--- config.mk ---
export PLATFORM = sky130hd
export DESIGN_NAME = button_event_gen
export DESIGN_NICKNAME = d
export VERILOG_FILES = /design/src/rtl/controller_pkg.sv /design/src/rtl/button_event_gen_channel.sv /design/src/rtl/button_event_gen.sv
export SDC_FILE = /design/constraint.sdc
export NUM_CORES = 1
export LEC_CHECK = 0
export BUFFER_PORTS_ARGS = -buffer_cell sky130_fd_sc_hd__buf_4
export CAP_MARGIN = 20
export CELL_PAD_IN_SITES_DETAIL_PLACEMENT = 0
export CELL_PAD_IN_SITES_GLOBAL_PLACEMENT = 1
export CORE_ASPECT_RATIO = 0.6
export CORE_MARGIN = 2
export CORE_UTILIZATION = 52
export DETAILED_ROUTE_END_ITERATION = 6
export MAX_ROUTING_LAYER = met4
export PLACE_DENSITY = 0.92
export SETUP_SLACK_MARGIN = 0.05
export SYNTH_ARGS = -nofsm -noshare
export SYNTH_HDL_FRONTEND = slang
export SYNTH_HIERARCHICAL = 1
export SYNTH_SLANG_ARGS = --single-unit
--- constraint.sdc ---
create_clock -name clk -period 3.6 [get_ports clk]
set_input_delay 0.18 -clock clk [delete_from_list [all_inputs] [get_ports clk]]
set_output_delay 0.18 -clock clk [all_outputs]
set_load 0.02 [all_outputs]
--- src/rtl/controller_pkg.sv ---
// Shared constants for the controller front end.
//   - button bit positions in the 8-bit controller word
//   - default timing parameters (100 MHz clock)
//   - repeat FSM state encodings
//   - counter width helper
package controller_pkg;

  localparam int NUM_BTNS = 8;

  // Bit map of the controller word
  localparam int BTN_START = 7;
  localparam int BTN_A     = 6;
  localparam int BTN_B     = 5;
  localparam int BTN_C     = 4;
  localparam int BTN_UP    = 3;
  localparam int BTN_DOWN  = 2;
  localparam int BTN_LEFT  = 1;
  localparam int BTN_RIGHT = 0;

  // 5 ms debounce, 400 ms to first repeat, 150 ms between repeats
  localparam int unsigned DEF_DEBOUNCE_CYCLES = 500000;
  localparam int unsigned DEF_REPEAT_DELAY    = 40000000;
  localparam int unsigned DEF_REPEAT_RATE     = 15000000;
  // d-pad only
  localparam logic [NUM_BTNS-1:0] DEF_REPEAT_MASK = 8'h0F;

  // Repeat FSM encodings
  localparam logic [1:0] RPT_IDLE  = 2'd0;
  localparam logic [1:0] RPT_DELAY = 2'd1;
  localparam logic [1:0] RPT_RATE  = 2'd2;

  // One spare bit above what the largest count needs, so saturation
  // headroom never collides with the terminal value.
  function automatic int cnt_width(input int unsigned max_val);
    return $clog2(max_val) + 1;
  endfunction

endpackage

--- src/rtl/button_event_gen_channel.sv ---
// button_channel: one controller button.
//   Synchronises the raw level, debounces it, and turns debounced edges
//   into one-cycle press / release pulses, with optional auto-repeat of
//   press while the button stays held.
// Ports:
//   clk, reset      - system clock, synchronous active-high reset
//   raw             - asynchronous button level, 1 = pressed
//   repeat_en       - global auto-repeat enable
//   held            - debounced level
//   press           - pulse on accepted press and on each auto-repeat
//   release_pulse   - pulse on accepted release
module button_channel
  import controller_pkg::*;
#(
  parameter int unsigned DEBOUNCE_CYCLES = DEF_DEBOUNCE_CYCLES,
  parameter int unsigned REPEAT_DELAY    = DEF_REPEAT_DELAY,
  parameter int unsigned REPEAT_RATE     = DEF_REPEAT_RATE,
  parameter bit          REPEAT_ALLOW    = 1'b1
) (
  input  logic clk,
  input  logic reset,
  input  logic raw,
  input  logic repeat_en,
  output logic held,
  output logic press,
  output logic release_pulse
);

  localparam int unsigned RPT_MAX = (REPEAT_DELAY > REPEAT_RATE) ? REPEAT_DELAY : REPEAT_RATE;
  localparam int DB_W  = cnt_width(DEBOUNCE_CYCLES);
  localparam int RPT_W = cnt_width(RPT_MAX);

  localparam logic [DB_W-1:0]  DB_LAST    = DB_W'(DEBOUNCE_CYCLES - 1);
  localparam logic [RPT_W-1:0] DELAY_LAST = RPT_W'(REPEAT_DELAY - 1);
  localparam logic [RPT_W-1:0] RATE_LAST  = RPT_W'(REPEAT_RATE - 1);

  logic             s1_q, s1_d;
  logic             s2_q, s2_d;
  logic             held_q, held_d;
  logic             press_q, press_d;
  logic             release_q, release_d;
  logic [DB_W-1:0]  db_cnt_q, db_cnt_d;
  logic [1:0]       rpt_state_q, rpt_state_d;
  logic [RPT_W-1:0] rpt_cnt_q, rpt_cnt_d;

  logic disagree, accept, rise, fall, rpt_ok, rpt_fire;

  // Synchroniser and debounce
  always_comb begin
    s1_d     = raw;
    s2_d     = s1_q;
    held_d   = held_q;
    db_cnt_d = '0;
    disagree = (s2_q != held_q);
    accept   = 1'b0;
    if (disagree) begin
      // The edge that sees the counter at its last value is the
      // DEBOUNCE_CYCLES-th consecutive disagreeing cycle.
      if (db_cnt_q >= DB_LAST) begin
        accept = 1'b1;
        held_d = ~held_q;
      end else if (db_cnt_q != '1) begin
        db_cnt_d = db_cnt_q + 1'b1;
      end else begin
        db_cnt_d = db_cnt_q;
      end
    end
    rise = accept & ~held_q;
    fall = accept &  held_q;
  end

  // Auto-repeat. Dropping the enable (or the button) parks the FSM in
  // IDLE; only a fresh debounced rise can leave IDLE, so re-enabling
  // mid-hold does not resume repeating.
  always_comb begin
    rpt_ok      = REPEAT_ALLOW && repeat_en;
    rpt_state_d = rpt_state_q;
    rpt_cnt_d   = rpt_cnt_q;
    rpt_fire    = 1'b0;
    if (!rpt_ok || fall) begin
      rpt_state_d = RPT_IDLE;
      rpt_cnt_d   = '0;
    end else begin
      case (rpt_state_q)
        RPT_IDLE: begin
          rpt_cnt_d = '0;
          if (rise) rpt_state_d = RPT_DELAY;
        end
        RPT_DELAY: begin
          if (rpt_cnt_q >= DELAY_LAST) begin
            rpt_fire    = 1'b1;
            rpt_state_d = RPT_RATE;
            rpt_cnt_d   = '0;
          end else if (rpt_cnt_q != '1) begin
            rpt_cnt_d = rpt_cnt_q + 1'b1;
          end
        end
        RPT_RATE: begin
          if (rpt_cnt_q >= RATE_LAST) begin
            rpt_fire  = 1'b1;
            rpt_cnt_d = '0;
          end else if (rpt_cnt_q != '1) begin
            rpt_cnt_d = rpt_cnt_q + 1'b1;
          end
        end
        default: begin
          rpt_state_d = RPT_IDLE;
          rpt_cnt_d   = '0;
        end
      endcase
    end
    // Pulses are registered alongside held, so they line up with the
    // first cycle held shows the new level. A fall always wins over a
    // repeat landing on the same edge (the FSM is forced idle above).
    press_d   = rise | rpt_fire;
    release_d = fall;
  end

  always_ff @(posedge clk) begin
    if (reset) begin
      s1_q        <= 1'b0;
      s2_q        <= 1'b0;
      held_q      <= 1'b0;
      press_q     <= 1'b0;
      release_q   <= 1'b0;
      db_cnt_q    <= '0;
      rpt_state_q <= RPT_IDLE;
      rpt_cnt_q   <= '0;
    end else begin
      s1_q        <= s1_d;
      s2_q        <= s2_d;
      held_q      <= held_d;
      press_q     <= press_d;
      release_q   <= release_d;
      db_cnt_q    <= db_cnt_d;
      rpt_state_q <= rpt_state_d;
      rpt_cnt_q   <= rpt_cnt_d;
    end
  end

  assign held          = held_q;
  assign press         = press_q;
  assign release_pulse = release_q;

endmodule

--- src/rtl/button_event_gen.sv ---
// button_event_gen: debounced button levels and press/release events for
// an 8-button controller, with per-button auto-repeat on press.
// Ports:
//   clk            - 100 MHz system clock
//   reset          - synchronous, active-high
//   buttons_raw    - raw levels, 1 = pressed (bit map in controller_pkg)
//   repeat_en      - global auto-repeat enable
//   held           - debounced level per button
//   press          - one-cycle pulse per accepted press or auto-repeat
//   release_pulse  - one-cycle pulse per accepted release
module button_event_gen
  import controller_pkg::*;
#(
  parameter int unsigned          DEBOUNCE_CYCLES = DEF_DEBOUNCE_CYCLES,
  parameter int unsigned          REPEAT_DELAY    = DEF_REPEAT_DELAY,
  parameter int unsigned          REPEAT_RATE     = DEF_REPEAT_RATE,
  parameter logic [NUM_BTNS-1:0]  REPEAT_MASK     = DEF_REPEAT_MASK
) (
  input  logic                clk,
  input  logic                reset,
  input  logic [NUM_BTNS-1:0] buttons_raw,
  input  logic                repeat_en,
  output logic [NUM_BTNS-1:0] held,
  output logic [NUM_BTNS-1:0] press,
  output logic [NUM_BTNS-1:0] release_pulse
);

  // Channels share nothing but clock, reset and the global enable.
  for (genvar g = 0; g < NUM_BTNS; g++) begin : g_btn
    button_channel #(
      .DEBOUNCE_CYCLES (DEBOUNCE_CYCLES),
      .REPEAT_DELAY    (REPEAT_DELAY),
      .REPEAT_RATE     (REPEAT_RATE),
      .REPEAT_ALLOW    (REPEAT_MASK[g])
    ) u_ch (
      .clk           (clk),
      .reset         (reset),
      .raw           (buttons_raw[g]),
      .repeat_en     (repeat_en),
      .held          (held[g]),
      .press         (press[g]),
      .release_pulse (release_pulse[g])
    );
  end

endmodule
* Yosys cells after proc, flatten, opt, wreduce, memory -nomap -nowiden *
Cells that the tools add are included.
W data, S select, Z words.

operators by class
  reductions and logical operators = 33
  $add $sub $neg = 12
  equality and inequality tests = 36
  bitwise operators = 40
  magnitude comparators = 16
  mux-type cells = 60

operators with widths
  operator                 count
  $mux W27                 12
  $pmux W27 S2             4
  $add A20 B1 Y20 const B  8
  $ge A20 B19 Y1 const B   8
  $ne A20 B20 Y1 const B   8
  $add A27 B1 Y27 const B  4
  $ge A27 B24 Y1 const B   4
  $ge A27 B26 Y1 const B   4
  $ne A27 B27 Y1 const B   4
  $mux W1                  28
  $pmux W2 S3              4
  $reduce_or A3 Y1         8
  $not A1 Y1               20
  $and A1 B1 Y1            16
  $mux W2                  8
  $ne A2 B1 Y1 const B     8
  $reduce_and A2 Y1        8
  $reduce_and A3 Y1        4
  $eq A2 B1 Y1 const B     4
  $eq A2 B2 Y1 const B     4
  $logic_not A2 Y1         4
  $ne A1 B1 Y1             8
  $pmux W1 S2              4
  $reduce_or A2 Y1         4
  3 further kinds          9

storage, ports and cells
  flip-flop bits (word level) = 316
  logic and storage cells = 253
  bits of input ports = 11

* Logic depth before layout (Yosys ltp) *
Gate-level depths: netlist of run 1.

  depth after elaboration = 7
  mapped depth = 10
  gate-level depth less buffers = 7

* Modules after synthesis *
Netlist of run 1, hierarchy kept.

modules (own cells, without submodules)
  module                              instances  area an instance (sq um)  cells an instance
  button_channel (g_btn[0].u_ch ...)  4          2793.9                    325
  button_channel (g_btn[4].u_ch ...)  3          1207.4                    134
  button_channel (g_btn[7].u_ch)      1          1282.5                    147

* Worst setup path before layout of run 1 *
OpenSTA, ideal clock, no wires.

  path kind = reg-to-reg
  start point = register g_btn[0].u_ch.db_cnt_q[0]
  end point = register g_btn[0].u_ch.db_cnt_q[10]
  setup slack = 1.591 ns
  cell stages (with the launch flop) = 9
  buffers on the path = 2
  required time = 3.472 ns
  setup time = 0.128 ns
  clock period less this slack = 2.009 ns
  data arrival time = 1.881 ns
  path through = dfxtp_1 -> ha_1 -> nand4_1 -> a211oi_1 -> o21a_1 -> or3_1 -> clkbuf_1 -> buf_1 -> nor2_1

between the ends
  longest elaborated chain between the ends = 2
  elaborated cells on any way between the ends = 4
  classes of those cells = 1 x add/sub; 1 x order compare; 1 x eq/ne; 1 x reduce/logical

ends and longest elaborated chain
  what                        line                             source
  start, declared             button_event_gen_channel.sv:42   logic [DB_W-1:0] db_cnt_q, db_cnt_d;
  start signal, assigned      button_event_gen_channel.sv:135  db_cnt_q <= db_cnt_d;
  $ge A20 B19 Y1              button_event_gen_channel.sv:59   if (db_cnt_q >= DB_LAST) begin
  $reduce_or A3 Y1 (no line)  -

Parallel ways exist; a longest one is shown, timed or not.
A chain may end at the register's enable or synchronous reset.

* Worst setup path after layout of run 1 *
  start point = register g_btn[1].u_ch.rpt_cnt_q[3]
  end point = register g_btn[1].u_ch.rpt_cnt_q[5]

between the ends
  longest elaborated chain between the ends = 4
  elaborated cells on any way between the ends = 8
  classes of those cells = 1 x add/sub; 2 x order compare; 1 x eq/ne; 4 x mux

ends and longest elaborated chain
  what                                                      line                                                             source
  start, declared                                           button_event_gen_channel.sv:44                                   logic [RPT_W-1:0] rpt_cnt_q, rpt_cnt_d;
  start signal, assigned                                    button_event_gen_channel.sv:137                                  rpt_cnt_q <= rpt_cnt_d;
  $add A27 B1 Y27 / $ne A27 B27 Y1 (equally long branches)  -
  $mux W27                                                  button_event_gen_channel.sv:94, button_event_gen_channel.sv:102
  $mux W27 (on tied branches)                               button_event_gen_channel.sv:99, button_event_gen_channel.sv:90
  $pmux W27 S2 (*)                                          button_event_gen_channel.sv:84                                   case (rpt_state_q)

Every way passes the cells marked *; elsewhere a longest branch is shown, timed or not.

==> impl_metrics.env, run 1 <==
export IMPL_status="complete, no violations"
export IMPL_vias_per_cell=5.95
export IMPL_area_growth_pct=9.44
export IMPL_ys_ff_latch=316
export IMPL_worst_r2r_cell_count=6
export IMPL_num_rows=49
export IMPL_cts_resized=0
export IMPL_dieArea_sq_um=32400
export IMPL_power_density_nw_per_um2=398
export IMPL_htreeDepth=1
export IMPL_num_nets_final=1898
export IMPL_start_util_pct=53.3
export IMPL_path_max_fanout=13
export IMPL_ctsLongestPathBuffers=3
export IMPL_relSlewSlack_pct=28.6
export IMPL_final_common_cell="dfxtp_1"
export IMPL_design_core_area_sq_um=30200
export IMPL_die_w_um=231
export IMPL_layout_drive_gt1_share_pct=9.96
export IMPL_cts_setup_buffers=0
export IMPL_num_vias=13700
export IMPL_grt_pass1_wl_mm=60.5
export IMPL_hp_start="reset"
export IMPL_cp_end_kind="flip-flop"
export IMPL_routedWlPerCell_um=15.3
export IMPL_io_buffers=34
export IMPL_p_leak_nw=5.47
export IMPL_clk_latency_ns=0.57
export IMPL_first_pass_iters=6
export IMPL_slew_violations=0
export IMPL_antenna_cells=0
export IMPL_drt_iter0_drc=1403
export IMPL_hp_class="in -> reg"
export IMPL_synthTopCellsByArea="dfxtp_1, nor2_1, xor2_1"
export IMPL_finClkSkew_ns=0.0129
export IMPL_grt_max_degree=50
export IMPL_route_detailed_drc=0
export IMPL_synth_top_area_share_pct=39.3
export IMPL_syn_inst=1849
export IMPL_rsz0062_at_grt="false"
export IMPL_antenna_found_initial=0
export IMPL_gp_congestion=0.883
export IMPL_hold_violations=0
export IMPL_clk_pin_slew_ns=0.06
export IMPL_final_cell_mix="dfxtp_1, nor2_1, nand2_1"
export IMPL_r2r_start="g_btn[1].u_ch/rpt_cnt_q[3]$_SDFF_PP0_"
export IMPL_die_h_um=140
export IMPL_crit_type="reg -> reg"
export IMPL_cts_root_buf="clkbuf_16"
export IMPL_yosysSeqAreaShare_pct=39.3
export IMPL_grt_overflow_total=0
export IMPL_num_io_pins=35
export IMPL_grt_pass1_vias=12200
export IMPL_peakVddDrop_v=0.000384
export IMPL_reg2reg_slack_ns=0.81
export IMPL_grt_total_usage_pct=22.3
export IMPL_arrival_ns=3.21
export IMPL_place_inst=2228
export IMPL_synth_ff_type="dfxtp_1"
export IMPL_ant_nets=0
export IMPL_postSynth_asyncResetShare_pct=0
export IMPL_hold_path_end="g_btn[3].u_ch/release_pulse$_SDFF_PP0_"
export IMPL_numCtsBuffers=31
export IMPL_fin_crit_ns=2.79
export IMPL_fin_setup_tns_ns=0
export IMPL_postCtsHoldBufs=9
export IMPL_syn_avg_cell_area_sq_um=8.70
export IMPL_yosysWarnings=6
export IMPL_stdcell_count=2296
export IMPL_max_freq_ghz=0.359
export IMPL_reg2reg_to="g_btn[1].u_ch/rpt_cnt_q[5]$_SDFF_PP0_"
export IMPL_worst_slew_pin_slew_ns=1.07
export IMPL_hpwl_mm=24.3
export IMPL_clock_sinks=316
export IMPL_synth_area_sq_um=16100
export IMPL_finalSetupViolCount=0
export IMPL_tritoncts="done"
export IMPL_period_share_pct=77.4
export IMPL_crit_required_ns=4.02
export IMPL_yosys_cell_types_count=75
export IMPL_whs_path_depth=2
export IMPL_max_cap_violations=0
export IMPL_synth_edf_count=0
export IMPL_start_kind="flip-flop"
export IMPL_wl_mm=35.0
export IMPL_synth_largest_area_cell="dfxtp_1"
## worst max path at each step
| stage | endpoint | start | slack [ns] |
|---|---|---|---|
| floorplan | g_btn[0].u_ch/db_cnt_q[10]$_SDFFE_PP0P_ | g_btn[0].u_ch/db_cnt_q[0]$_SDFFE_PP0P_ | 1.59 |
| global placement | g_btn[0].u_ch/rpt_cnt_q[12]$_SDFF_PP0_ | g_btn[0].u_ch/db_cnt_q[0]$_SDFFE_PP0P_ | 0.98 |
| detailed placement | g_btn[1].u_ch/rpt_cnt_q[5]$_SDFF_PP0_ | g_btn[1].u_ch/rpt_cnt_q[3]$_SDFF_PP0_ | 0.87 |
| CTS | g_btn[1].u_ch/rpt_cnt_q[5]$_SDFF_PP0_ | g_btn[1].u_ch/rpt_cnt_q[3]$_SDFF_PP0_ | 0.86 |
| global route | g_btn[3].u_ch/rpt_cnt_q[9]$_SDFF_PP0_ | g_btn[3].u_ch/rpt_cnt_q[3]$_SDFF_PP0_ | 0.54 |
| finish | g_btn[1].u_ch/rpt_cnt_q[5]$_SDFF_PP0_ | g_btn[1].u_ch/rpt_cnt_q[3]$_SDFF_PP0_ | 0.81 |
## power by group
| group | switching [W] | internal [W] | total [W] |
|---|---|---|---|
| Combinational | 0.0000784 | 0.0000590 | 0.000137 |
| Clock | 0.00138 | 0.00194 | 0.00333 |
| Sequential | 0.0000216 | 0.00352 | 0.00354 |
## Yosys cell counts (9+ instances only)
cell type    n
dfxtp_1    316
nor2_1     195
nand2_1    131
nand3_1    109
nand4_1     96
a21oi_1     95
nor3_1      79
xor2_1      73
xnor2_1     67
inv_1       46
nor2_2      40
and3_1      36
a211oi_1    34
a31oi_1     32
o21ai_0     32
clkbuf_1    29
and4_1      25
nor4_1      25
ha_1        24
nor4b_1     23
nand2b_1    22
nor2b_1     20
buf_6       19
mux2i_1     15
buf_2       14
and2_1      13
o31ai_1     13
a211o_1     12
a41oi_1     11
nor4_4       9
o21ba_2      9
o41ai_1      9
or2_2        9
or3_1        9
## kinds of logic after synthesis
kind of cell | Yosys count | share of synthesized area [%]
multiplexers | 16 | 1.00
adder cells (fa/ha/maj) | 24 | 1.87
AO/OA/AOI/OAI | 337 | 15.3
AND/OR/NAND/NOR | 892 | 30.9
XOR/XNOR | 140 | 7.63
buffers and inverters | 116 | 3.80
other | 8 | 0.187
flip-flops | 316 | 39.3
## sequential cells by signal (all words and copies together), names as in the netlist
signal and cells:
g_btn.u_ch/rpt_state_q 8, g_btn.u_ch/db_cnt_q 160, g_btn.u_ch/s2_q 8, g_btn.u_ch/s1_q 8
g_btn.u_ch/rpt_cnt_q 108, g_btn.u_ch/release_pulse 8, g_btn.u_ch/held 8, g_btn.u_ch/press 8
## final cells by class
cell class                 instances  area (sq um)
clock buffer                      42           887
clock inverter                    16           170
fill                            2680         12600
inverter                          46           173
multi-input combinational       1421          9160
sequential                       316          6330
tap                              408           510
timing repair buffer              47           373
## routing by layer
metal  GRT usage [%]  up-vias  wire, um
met2            30.4      335     14200
met5               -        -         0
met3            2.97       35      1850
met1            34.7     6433     18500
li1                -     6847         -
met4            4.04        0       416
## stage by stage
step | hold slack (ns) | area, sq um | power, W | worst slack, ns | utilization (%)
final | 0.0898 | 17600 | 0.00700 | 0.815 | 58.3
after detailed placement | 0.394 | 16400 | 0.00375 | 0.867 | 54.5
after global routing | 0.107 | 17600 | 0.00727 | 0.538 | 58.3
after floorplan | 0.249 | 16100 | 0.00370 | 1.59 | -
after global placement | 0.388 | 16400 | 0.00374 | 0.977 | 54.5
after CTS | 0.0707 | 17600 | 0.00710 | 0.860 | 58.3
## critical path, cell delays in order, from the launching register on
cell and delay (ns):
dfxtp_1 0.40, nand4_1 0.29, nor4_1 0.69, nand4bb_1 0.69, nand4_1 0.34, xor2_1 0.20, nor2_2 0.04
(Power assumes the default switching activity.)
==> run 2, diff against run 1 <==
--- a/config.mk
+++ b/config.mk
@@ -11,10 +11,10 @@
 export CELL_PAD_IN_SITES_GLOBAL_PLACEMENT = 1
 export CORE_ASPECT_RATIO = 0.6
 export CORE_MARGIN = 2
-export CORE_UTILIZATION = 52
+export CORE_UTILIZATION = 44
 export DETAILED_ROUTE_END_ITERATION = 6
 export MAX_ROUTING_LAYER = met4
-export PLACE_DENSITY = 0.92
+export PLACE_DENSITY = 0.83
 export SETUP_SLACK_MARGIN = 0.05
 export SYNTH_ARGS = -nofsm -noshare
 export SYNTH_HDL_FRONTEND = slang
==> constraint.sdc (replaced) <==
create_clock -name clk -period 2.5 [get_ports clk]
set_input_delay 0.125 -clock clk [delete_from_list [all_inputs] [get_ports clk]]
set_output_delay 0.125 -clock clk [all_outputs]
set_load 0.02 [all_outputs]
==> run 2 against run 1 <==
Worst hold slack got worse by 0.035 ns. Non-clock buffer count increased by 45. Highest routed layer unchanged. Flip-flop and latch count stayed put. Clock skew is 0.0051 ns higher. Via count rose by 1.0%.
==> impl_metrics.env, run 2 (synthesized netlist as in run 1, its figures left out) <==
export IMPL_fin_setup_tns_ns=0
export IMPL_num_nets_final=1946
export IMPL_start_util_pct=44.5
export IMPL_reg2reg_to="g_btn[1].u_ch/rpt_cnt_q[12]$_SDFF_PP0_"
export IMPL_num_rows=54
export IMPL_hpwl_mm=25.4
export IMPL_dieArea_sq_um=38100
export IMPL_die_h_um=152
export IMPL_slew_violations=0
export IMPL_layout_drive_gt1_share_pct=12.3
export IMPL_max_freq_ghz=0.434
export IMPL_cts_root_buf="clkbuf_16"
export IMPL_worst_slew_pin_slew_ns=0.983
export IMPL_p_leak_nw=5.71
export IMPL_die_w_um=251
export IMPL_area_growth_pct=12.7
export IMPL_worst_r2r_cell_count=7
export IMPL_finalSetupViolCount=0
export IMPL_ant_nets=0
export IMPL_antenna_cells=0
export IMPL_crit_type="reg -> reg"
export IMPL_clock_sinks=316
export IMPL_start_kind="flip-flop"
export IMPL_max_flop_register="g_btn.u_ch/db_cnt_q"
export IMPL_reg_largest_list="g_btn.u_ch/db_cnt_q (160), g_btn.u_ch/rpt_cnt_q (108)"
export IMPL_design_core_area_sq_um=36100
export IMPL_arrival_ns=2.75
export IMPL_status="complete, no violations"
export IMPL_finClkSkew_ns=0.0180
export IMPL_final_common_cell="dfxtp_1"
export IMPL_grt_pass1_vias=12500
export IMPL_routedWlPerCell_um=15.2
export IMPL_rsz0062_at_grt="false"
export IMPL_cp_depth=7
export IMPL_drt_iter0_drc=1009
export IMPL_power_density_nw_per_um2=569
export IMPL_cp_slowest_cell="a2111oi_4"
export IMPL_cp_end_kind="flip-flop"
export IMPL_hold_violations=0
export IMPL_fillers=3338
export IMPL_numCtsBuffers=34
export IMPL_largest_reg_flops=160
export IMPL_tritoncts="done"
export IMPL_clk_pin_slew_ns=0.06
export IMPL_io_buffers=34
export IMPL_clk_latency_ns=0.52
export IMPL_route_detailed_drc=0
export IMPL_relSlewSlack_pct=33.6
export IMPL_reg2reg_slack_ns=0.19
export IMPL_critPathMaxStageDelay_ns=0.41
export IMPL_path_max_fanout=26
export IMPL_first_pass_iters=5
export IMPL_crit_buf_inv=1
export IMPL_grt_overflow_total=0
export IMPL_grt_total_usage_pct=19.5
export IMPL_grt_max_degree=34
export IMPL_final_cell_mix="dfxtp_1, nor2_1, nand2_1"
export IMPL_fin_crit_ns=2.31
export IMPL_crit_required_ns=2.94
export IMPL_period_share_pct=92.2
export IMPL_ctsLongestPathBuffers=3
export IMPL_hold_path_end="g_btn[6].u_ch/s2_q$_SDFF_PP0_"
export IMPL_htreeDepth=2
export IMPL_wl_mm=36.7
export IMPL_grt_pass1_wl_mm=62.1
export IMPL_finalPower_w=0.0103
export IMPL_num_vias=13800
export IMPL_hp_start="reset"
export IMPL_vias_per_cell=5.73
export IMPL_hp_class="in -> reg"
export IMPL_gp_congestion=0.855
export IMPL_path_cells="nor4_4 -> o21ai_2 -> a2111oi_4 -> o311ai_1 -> a211o_1 -> buf_4 -> nor3_1"
export IMPL_cpLargestDelayFamily="compound AO/OA/AOI/OAI gates"
export IMPL_max_cap_violations=0
export IMPL_num_io_pins=35
export IMPL_whs_path_depth=2
export IMPL_r2r_start="g_btn[1].u_ch/rpt_cnt_q[11]$_SDFF_PP0_"
export IMPL_antenna_found_initial=0
export IMPL_peakVddDrop_v=0.000323
-- run 2: where the power goes --
group / total [W] / switching (W) / internal, W
registers: 0.00510 / 0.0000323 / 0.00507
logic: 0.000206 / 0.000114 / 0.0000912
clock network: 0.00501 / 0.00206 / 0.00295
-- run 2: per-stage QoR --
step           hold slack (ns)  setup slack, ns  utilization (%)  std cells  cell area [sq um]
6_report                0.0550            0.194             50.1       2409              18100
2_1_floorplan            0.194            0.491                -       1853              16100
3_5_place_dp             0.341            0.127             46.7       2342              16900
3_3_place_gp             0.334            0.227             46.7       2342              16900
4_1_cts                 0.0287            0.117             50.0       2409              18100
5_1_grt                 0.0549           0.0619             50.1       2409              18100
-- run 2: routing by layer --
metal | global-route usage [%] | up-vias | share of wire, %
met4 | 4.25 | 0 | 1.4
met2 | 26.6 | 295 | 41
met3 | 2.95 | 42 | 4.5
li1 | - | 6931 | -
met1 | 29.8 | 6524 | 54
met5 | - | - | 0
-- run 2: worst max path at each step --
stage                                                start                                       to  slack [ns]
floorplan           g_btn[0].u_ch/db_cnt_q[0]$_SDFFE_PP0P_  g_btn[0].u_ch/db_cnt_q[10]$_SDFFE_PP0P_        0.49
global placement    g_btn[3].u_ch/rpt_cnt_q[16]$_SDFF_PP0_   g_btn[3].u_ch/rpt_cnt_q[12]$_SDFF_PP0_        0.23
detailed placement  g_btn[1].u_ch/rpt_cnt_q[16]$_SDFF_PP0_   g_btn[1].u_ch/rpt_cnt_q[12]$_SDFF_PP0_        0.13
CTS                 g_btn[1].u_ch/rpt_cnt_q[16]$_SDFF_PP0_   g_btn[1].u_ch/rpt_cnt_q[12]$_SDFF_PP0_        0.12
global route        g_btn[1].u_ch/rpt_cnt_q[11]$_SDFF_PP0_    g_btn[1].u_ch/rpt_cnt_q[2]$_SDFF_PP0_        0.06
finish              g_btn[1].u_ch/rpt_cnt_q[11]$_SDFF_PP0_   g_btn[1].u_ch/rpt_cnt_q[12]$_SDFF_PP0_        0.19
-- run 2: final cells by class --
| class | instances | area, sq um | share of cell area, % |
|---|---|---|---|
| multi-input cells | 1421 | 9220 | 50.8 |
| flip-flops and latches | 316 | 6330 | 34.9 |
| clock buffers | 49 | 988 | 5.45 |
| repair buffers | 92 | 726 | 4.00 |
| well taps | 476 | 596 | 3.29 |
| inverters | 46 | 173 | 0.953 |
| clock inverters | 9 | 101 | 0.559 |
-- run 2: timing repair --
| item | CTS | global route |
|---|---|---|
| resized for setup | 0 | 9 |
| hold buffers | 9 | 0 |
| setup endpoints to repair | 0 | 17 |
| setup buffers | 0 | 0 |
| endpoints found under the hold margin | 16 | 0 |
==> run 3, diff against run 2 <==
--- a/config.mk
+++ b/config.mk
@@ -15,7 +15,9 @@
 export DETAILED_ROUTE_END_ITERATION = 6
 export MAX_ROUTING_LAYER = met4
 export PLACE_DENSITY = 0.83
+export REMOVE_ABC_BUFFERS = 1
 export SETUP_SLACK_MARGIN = 0.05
+export SLEW_MARGIN = 20
 export SYNTH_ARGS = -nofsm -noshare
 export SYNTH_HDL_FRONTEND = slang
 export SYNTH_HIERARCHICAL = 1
==> run 3 against run 2 <==
Routed wire length fell by 1.2%. Clock skew shrank 0.0072 ns. Utilization decreased by 0.17 points. Via count down 0.44%. Clock-buffer cell count is 6 lower. Sequential share of layout area increased by 0.12 points. Largest power group unchanged.
==> impl_metrics.env, run 3 (synthesized netlist as in run 1, its figures left out) <==
export IMPL_finClkSkew_ns=0.0108
export IMPL_numCtsBuffers=31
export IMPL_reg_largest_list="g_btn.u_ch/db_cnt_q (160), g_btn.u_ch/rpt_cnt_q (108)"
export IMPL_dieArea_sq_um=38100
export IMPL_crit_start="g_btn[3].u_ch/rpt_cnt_q[16]$_SDFF_PP0_"
export IMPL_clock_sinks=316
export IMPL_ctsLongestPathBuffers=3
export IMPL_worst_slew_pin_slew_ns=1.00
export IMPL_io_buffers=34
export IMPL_period_share_pct=90.8
export IMPL_relSlewSlack_pct=32.5
export IMPL_reg2reg_to="g_btn[3].u_ch/rpt_cnt_q[12]$_SDFF_PP0_"
export IMPL_place_inst=2344
export IMPL_fin_setup_tns_ns=0
export IMPL_r2r_start="g_btn[3].u_ch/rpt_cnt_q[16]$_SDFF_PP0_"
export IMPL_max_cap_violations=0
export IMPL_start_util_pct=44.5
export IMPL_ant_nets=0
export IMPL_clk_pin_slew_ns=0.07
export IMPL_cp_endpoint="g_btn[3].u_ch/rpt_cnt_q[12]$_SDFF_PP0_"
export IMPL_clk_latency_ns=0.58
export IMPL_grt_pass1_wl_mm=61.4
export IMPL_peakVddDrop_v=0.000481
export IMPL_crit_required_ns=3.00
export IMPL_gp_congestion=0.882
export IMPL_slew_violations=0
export IMPL_cp_end_kind="flip-flop"
export IMPL_status="complete, no violations"
export IMPL_worst_r2r_cell_count=7
export IMPL_area_growth_pct=12.3
export IMPL_route_detailed_drc=0
export IMPL_vias_per_cell=5.70
export IMPL_fin_crit_ns=2.27
export IMPL_whs_ns=0.0477
export IMPL_rsz0062_at_grt="false"
export IMPL_cts_root_buf="clkbuf_16"
export IMPL_tritoncts="done"
export IMPL_path_max_fanout=26
export IMPL_first_pass_iters=5
export IMPL_antenna_found_initial=0
export IMPL_die_h_um=152
export IMPL_grt_total_usage_pct=19.2
export IMPL_largest_reg_flops=160
export IMPL_antenna_cells=0
export IMPL_wl_mm=36.2
export IMPL_design_core_area_sq_um=36100
export IMPL_num_io_pins=35
export IMPL_max_flop_register="g_btn.u_ch/db_cnt_q"
export IMPL_layout_drive_gt1_share_pct=12.1
export IMPL_num_rows=54
export IMPL_power_density_nw_per_um2=558
export IMPL_arrival_ns=2.77
export IMPL_final_common_cell="dfxtp_1"
export IMPL_p_leak_nw=5.69
export IMPL_reg2reg_slack_ns=0.23
export IMPL_hold_violations=0
export IMPL_num_nets_final=1945
export IMPL_final_cell_mix="dfxtp_1, nor2_1, nand2_1"
export IMPL_start_kind="flip-flop"
export IMPL_grt_overflow_total=0
export IMPL_stdcell_count=2408
export IMPL_max_freq_ghz=0.441
export IMPL_fillers=3319
export IMPL_crit_type="reg -> reg"
export IMPL_hp_class="in -> reg"
export IMPL_grt_pass1_vias=12400
export IMPL_hpwl_mm=25.3
export IMPL_grt_max_degree=57
export IMPL_finalSetupViolCount=0
export IMPL_drt_iter0_drc=1030
export IMPL_routedWlPerCell_um=15.0
export IMPL_die_w_um=251
export IMPL_num_vias=13700
export IMPL_htreeDepth=1
[run 3: cell count changes in the layout (fill, tap and decap cells not counted), sizes merged]
cell / change
clkbuf: -6
buf: +2
clkinv: +2
bufinv: +1
clkinvlp: +1
inv: -1
[run 3: final cells by class]
class	count	area [sq um]	share of cell area [%]
Tap cell	476	596	3.30
Clock buffer	43	891	4.93
Sequential cell	316	6330	35.0
Timing Repair Buffer	94	766	4.24
Clock inverter	12	140	0.776
Multi-Input combinational cell	1421	9170	50.8
Inverter	46	173	0.956
[run 3: power by group]
part	total, W	switching (W)	internal, W
sequential	0.00510	0.0000324	0.00507
clock	0.00478	0.00200	0.00278
combinational	0.000199	0.000111	0.0000887
total	0.0101	0.00215	0.00793
[run 3: per-layer routing]
layer,vias to the layer above,global-route usage (%),share of wire (%)
met5,-,-,0
met4,0,3.91,1.8
met3,48,3.00,5.1
met2,286,25.8,39
met1,6445,29.8,54
li1,6952,-,-
[run 3: how the worst min path moves through the flow]
stage	cells past startpoint	startpoint	end
after floorplan	1	reset	g_btn[0].u_ch/held$_SDFFE_PP0N_
after global placement	2	buttons_raw[5]	g_btn[5].u_ch/s1_q$_SDFF_PP0_
after detailed placement	2	buttons_raw[0]	g_btn[0].u_ch/s1_q$_SDFF_PP0_
after CTS	2	reset	g_btn[4].u_ch/s1_q$_SDFF_PP0_
after global routing	2	reset	g_btn[7].u_ch/s2_q$_SDFF_PP0_
final	2	reset	g_btn[4].u_ch/s1_q$_SDFF_PP0_
[run 3: what timing repair did]
action,4_1_cts,5_1_grt
setup buffers,0,0
endpoints found under the hold margin,16,0
gates resized for setup,0,2
setup endpoints to repair,0,5
hold buffers,9,0
[run 3: per-stage QoR]
stage / instance area, sq um / utilization [%] / setup slack [ns] / total power (W)
5_1_grt: 18100 / 50.0 / 0.0511 / 0.0104
2_1_floorplan: 15700 / - / 0.320 / 0.00532
4_1_cts: 18000 / 49.9 / 0.222 / 0.0102
3_3_place_gp: 16900 / 46.8 / 0.228 / 0.00540
6_report: 18100 / 50.0 / 0.230 / 0.0101
3_5_place_dp: 16900 / 46.8 / 0.222 / 0.00540
[run 3: critical path: stages, from the launching register on]
cell and delay (ns):
dfxtp_1 0.39, a211o_1 0.30, a21o_1 0.19, a221oi_1 0.39, nand3_1 0.22, a211o_1 0.34
buf_12 0.17, nor3_1 0.17
